===== src/rtl/game_referee.sv =====
// Tic Tac Toe win/draw referee: scans one board line per clock and holds a registered verdict.
// Optional build macro REFEREE_SNAPSHOT_EN captures the board at move acceptance instead of reading it live.
module game_referee #(
  parameter logic [1:0] P0_CODE = 2'b01,
  parameter logic [1:0] P1_CODE = 2'b10
) (
  input  logic        clk,
  input  logic        globalReset,
  input  logic        new_game,
  input  logic        move_valid,
  input  logic [17:0] board,
  output logic        busy,
  output logic        game_over,
  output logic [1:0]  win_signal,
  output logic [3:0]  win_line
);

  typedef enum logic [1:0] {IDLE, SCAN, DONE} state_t;

  state_t      state_q, state_d;
  logic [2:0]  idx_q, idx_d;
  logic        busy_q, busy_d;
  logic        game_over_q, game_over_d;
  logic [1:0]  win_signal_q, win_signal_d;
  logic [3:0]  win_line_q, win_line_d;
  logic [17:0] scan_board;

  // Cell indices of each line packed as {c2, c1, c0}, in scan order.
  function automatic logic [11:0] line_cells(input logic [2:0] idx);
    case (idx)
      3'd0:    return 12'h210;
      3'd1:    return 12'h543;
      3'd2:    return 12'h876;
      3'd3:    return 12'h630;
      3'd4:    return 12'h741;
      3'd5:    return 12'h852;
      3'd6:    return 12'h840;
      default: return 12'h642;
    endcase
  endfunction

  function automatic logic [1:0] cell_at(input logic [17:0] b, input logic [3:0] i);
    return b[{i, 1'b0} +: 2];
  endfunction

  function automatic logic board_full(input logic [17:0] b);
    logic full;
    full = 1'b1;
    for (int i = 0; i < 9; i++) begin
      if (b[2*i +: 2] != P0_CODE && b[2*i +: 2] != P1_CODE) full = 1'b0;
    end
    return full;
  endfunction

`ifdef REFEREE_SNAPSHOT_EN
  logic [17:0] snap_q, snap_d;

  always_comb begin
    snap_d = snap_q;
    if (state_q == IDLE && move_valid && !new_game) snap_d = board;
  end

  // Data-only register: contents are don't-care until a move is accepted.
  always_ff @(posedge clk) snap_q <= snap_d;

  assign scan_board = snap_q;
`else
  assign scan_board = board;
`endif

  logic [11:0] cells;
  logic [1:0]  c0, c1, c2;
  logic        p0_line, p1_line;

  always_comb begin
    cells   = line_cells(idx_q);
    c0      = cell_at(scan_board, cells[3:0]);
    c1      = cell_at(scan_board, cells[7:4]);
    c2      = cell_at(scan_board, cells[11:8]);
    p0_line = (c0 == P0_CODE) && (c1 == P0_CODE) && (c2 == P0_CODE);
    p1_line = (c0 == P1_CODE) && (c1 == P1_CODE) && (c2 == P1_CODE);
  end

  always_comb begin
    state_d      = state_q;
    idx_d        = idx_q;
    busy_d       = busy_q;
    game_over_d  = game_over_q;
    win_signal_d = win_signal_q;
    win_line_d   = win_line_q;
    if (new_game) begin
      state_d      = IDLE;
      idx_d        = 3'd0;
      busy_d       = 1'b0;
      game_over_d  = 1'b0;
      win_signal_d = 2'b00;
      win_line_d   = 4'hF;
    end else begin
      case (state_q)
        IDLE: begin
          if (move_valid) begin
            state_d = SCAN;
            idx_d   = 3'd0;
            busy_d  = 1'b1;
          end
        end
        SCAN: begin
          // The verdict is written straight from 00 to its final code in one update.
          if (p0_line || p1_line) begin
            state_d      = DONE;
            busy_d       = 1'b0;
            game_over_d  = 1'b1;
            win_signal_d = p0_line ? 2'b01 : 2'b10;
            win_line_d   = {1'b0, idx_q};
            idx_d        = 3'd0;
          end else if (idx_q == 3'd7) begin
            busy_d = 1'b0;
            idx_d  = 3'd0;
            if (board_full(scan_board)) begin
              state_d      = DONE;
              game_over_d  = 1'b1;
              win_signal_d = 2'b11;
              win_line_d   = 4'hF;
            end else begin
              state_d = IDLE;
            end
          end else begin
            idx_d = idx_q + 3'd1;
          end
        end
        default: ;
      endcase
    end
  end

  always_ff @(posedge clk or posedge globalReset) begin
    if (globalReset) begin
      state_q      <= IDLE;
      idx_q        <= 3'd0;
      busy_q       <= 1'b0;
      game_over_q  <= 1'b0;
      win_signal_q <= 2'b00;
      win_line_q   <= 4'hF;
    end else begin
      state_q      <= state_d;
      idx_q        <= idx_d;
      busy_q       <= busy_d;
      game_over_q  <= game_over_d;
      win_signal_q <= win_signal_d;
      win_line_q   <= win_line_d;
    end
  end

  assign busy       = busy_q;
  assign game_over  = game_over_q;
  assign win_signal = win_signal_q;
  assign win_line   = win_line_q;

endmodule


===== config.mk =====
export PLATFORM = sky130hd
export DESIGN_NAME = game_referee
export DESIGN_NICKNAME = d
export VERILOG_FILES = /design/src/rtl/game_referee.sv
export SDC_FILE = /design/constraint.sdc
export NUM_CORES = 1
export LEC_CHECK = 0
export ABC_AREA = 1
export CAP_MARGIN = 20
export CORE_MARGIN = 1.5
export CORE_UTILIZATION = 48
export CTS_BUF_LIST = sky130_fd_sc_hd__clkbuf_2 sky130_fd_sc_hd__clkbuf_4 sky130_fd_sc_hd__clkbuf_8
export DETAILED_ROUTE_END_ITERATION = 12
export PLACE_DENSITY = 0.75
export SLEW_MARGIN = 10
export SYNTH_ARGS = -nofsm -noshare
export SYNTH_HDL_FRONTEND = slang
export SYNTH_SLANG_ARGS = --single-unit

===== constraint.sdc =====
create_clock -name clk -period 2.4 [get_ports clk]
set_clock_uncertainty 0.15 [all_clocks]
set_input_delay 0.48 -clock clk [delete_from_list [all_inputs] [get_ports clk]]
set_output_delay 0.48 -clock clk [all_outputs]
set_load 0.1 [all_outputs]

==> metrics.txt <==
Clock Sinks=12; P_leak=roughly 0.0011 uW; FF+latch area=308 um2; DRT iter0 DRCs=a little over 80; clock transition at the registers of the reported paths=90 ps; failing checks=negative setup slack; nature of the critical path endpoint=flip-flop; diodes inserted=0; headroom to the max-slew limit=0.698; synth-to-layout area growth=60.8%; Final nets=330; largest buffer count on any clock path=2; PortBufs=29; Synthesized Nets=between 200 and 300; pin count of the biggest net entering global routing=13; initial antenna violation count=0; final setup vio count=12; placed cells=322; hold crit path type=flip-flop to flip-flop; P per Cell Area=592 nW/um2; Layout Cells excl Fill=332; Arrival @ worst endpoint=approximately 2700 ps; Fill cells=174; worst hold margin=between 300 and 400 ps; register area share after synthesis=0.211; cell taking the most area after synthesis=nand2_1; minimum clock period=2670 ps; Synth Cell Area=around 1400 um2; GP Congestion=~0.83; Hold Vio Cnt, Final=0; distinct cell type count after synthesis=23; hpwl dp=3.06 mm; grt ovf=0; fin util=0.830; EDFF count, synth=0; setup TNS=-2620 ps; final wirelength=a little under 5 mm; top cell type's share of synthesized area=0.197; required time of the critical path=2430 ps; number of global-route vias before repair=between 1500 and 2000; DR WL/cell=14.5 um; CTS tree=done; DRC errors left=0; Chip Width=~58 um; Cells after Synth=roughly 230; top cells by area, synth=nand2_1 20%, nand3_1 17%, dfrtp_1 14%; Mapped Avg Cell Area=around 6.2 um2; Final Cycle Share=1.11; first-pass GRT wire length=between 6 and 7 mm; Clk Latency, worst-skew pair=300 ps; Starting Density=0.516; TritonRoute pass-1 iters=6; CP startpoint kind=flip-flop; run status=finished, violations left; predominant post-synthesis flop cell=dfrtp_1; post-route ant nets=0; Ports=30; Setup WS post-layout=-266 ps; CTS Buf Count=3; WS Path Type=flip-flop to flip-flop; max_cap viols=0; Vias=between 1500 and 2000; pre-CTS setup slack=-193 ps; multi-input logic area=around 1300 um2; max-slew violation count=0; fmax=375 MHz; YS warnings=0; CTS root buf=clkbuf_4; Die Ht=about 58 um; hold bufs inserted after CTS=0; unrepaired setup endpoints after global routing=true; flops & latches, synth=12; Core ar.=approximately 2800 um2; Std-Cell Rows=19; maximum VDD drop=between 400 and 500 uV; total track usage=0.256; worst-margin pin slew=roughly 450 ps; share of post-route cells with drive strength above 1=0.389; crit-path max FO=8; H-tree Lvls=1; Die ar.=around 3400 um2; Async S/R FF share, synth=1.00; DR vias/cell=about 5.5
## power by group
| part | switching, uW | total (uW) | leakage, uW | internal [uW] |
|---|---|---|---|---|
| Combinational | 631 | 946 | 0.000987 | 315 |
| Sequential | 27.8 | 278 | 0.000142 | 251 |
| Clock | 78.6 | 155 | 0.0000184 | 76.2 |
| Total | 737 | 1380 | 0.00115 | 642 |
## logic make-up (layout without fill, tap and decap cells)
kind of cell,Yosys count,after routing,synth area share
simple gates,159,160,0.523
fa+ha+maj,6,6,0.0519
xor+xnor,8,8,0.0484
compound gates,15,15,0.0622
flops,12,12,0.211
buf+inv,34,100,0.104
## state kept, by name (all words and copies together) (netlist names)
signal	flops
win_line	4
idx_q	3
state_q	2
win_signal	2
game_over	1
## what timing repair did
action,4_1_cts,5_1_grt
resized for setup,17,45
endpoints found under the setup margin,12,12
buffers inserted,3,3
cloned,0,1
pin swaps,15,29
## metal layers
layer / global-route usage / vias to the layer above / part of all wire
met5: 0 / - / 0
met4: 0.0764 / 0 / 0.032
met3: 0.0379 / 18 / 0.064
met2: 0.427 / 74 / 0.49
met1: 0.344 / 830 / 0.41
li1: - / 891 / -
## final timing paths
| path | startpoint | end | slack (ps) | cells past startpoint |
|---|---|---|---|---|
| worst min register to register | win_line[2] | win_line[2] | 310 | 2 |
| worst max register to register | idx_q[0] | win_signal[1] | -270 | 17 |
| worst min-delay path | win_line[2] | win_line[2] | 310 | 2 |
| max in group asynchronous | globalReset | win_line[2] | 1420 | 2 |
| min in group asynchronous | globalReset | idx_q[2] | 320 | 2 |
| worst max-delay path | idx_q[0] | win_signal[1] | -270 | 17 |
## critical path, stage by stage (launching register included)
cell and delay [ps]:
dfrtp_2 460, buf_6 130, ha_4 170, nor2_4 160
nand3_4 160, buf_6 180, nand3b_1 90, nand2_2 70
nand2_1 90, nand3_2 80, nand2_2 80, nand2_2 70
nor2_4 160, nand2_4 90, nand4_1 150, nand3_4 130
nand2_2 90, nand2_2 40
## per-stage QoR
step           instance area [um2]  total power, uW
6_report                      2330             1380
5_1_grt                       2330             1450
4_1_cts                       2130             1240
3_5_place_dp                  2010             1050
3_3_place_gp                  2010             1040
2_1_floorplan                 1490              835
## synthesized netlist by cell type (3+ instances only)
master / n
a21oi_1: 6
buf_6: 3
dfrtp_1: 8
dfstp_2: 4
ha_1: 6
inv_1: 28
inv_2: 3
nand2_1: 76
nand2_2: 9
nand3_1: 48
nand3_2: 3
nand3b_1: 4
nand4_1: 3
nor2_1: 10
nor2_2: 3
o21ai_0: 4
xnor2_1: 3
xor2_1: 5
## final cells by class
class	instances	area share
clock buffer	4	0.0129
inverter	31	0.0532
multi-input combinational	189	0.538
tap	31	0.0167
timing repair buffer	65	0.247
sequential	12	0.132
## placed cells by master, fill, tap and decap left out, types with 6 or more instances in the layout
cell type,instances
buf_4,37
buf_6,6
clkdlybuf4s50_1,21
dfrtp_1,6
inv_1,24
nand2_1,59
nand2_2,19
nand2_4,8
nand3_1,41
nand3_2,8
nor2_1,6
No activity file was read; power rests on OpenSTA's default activity.
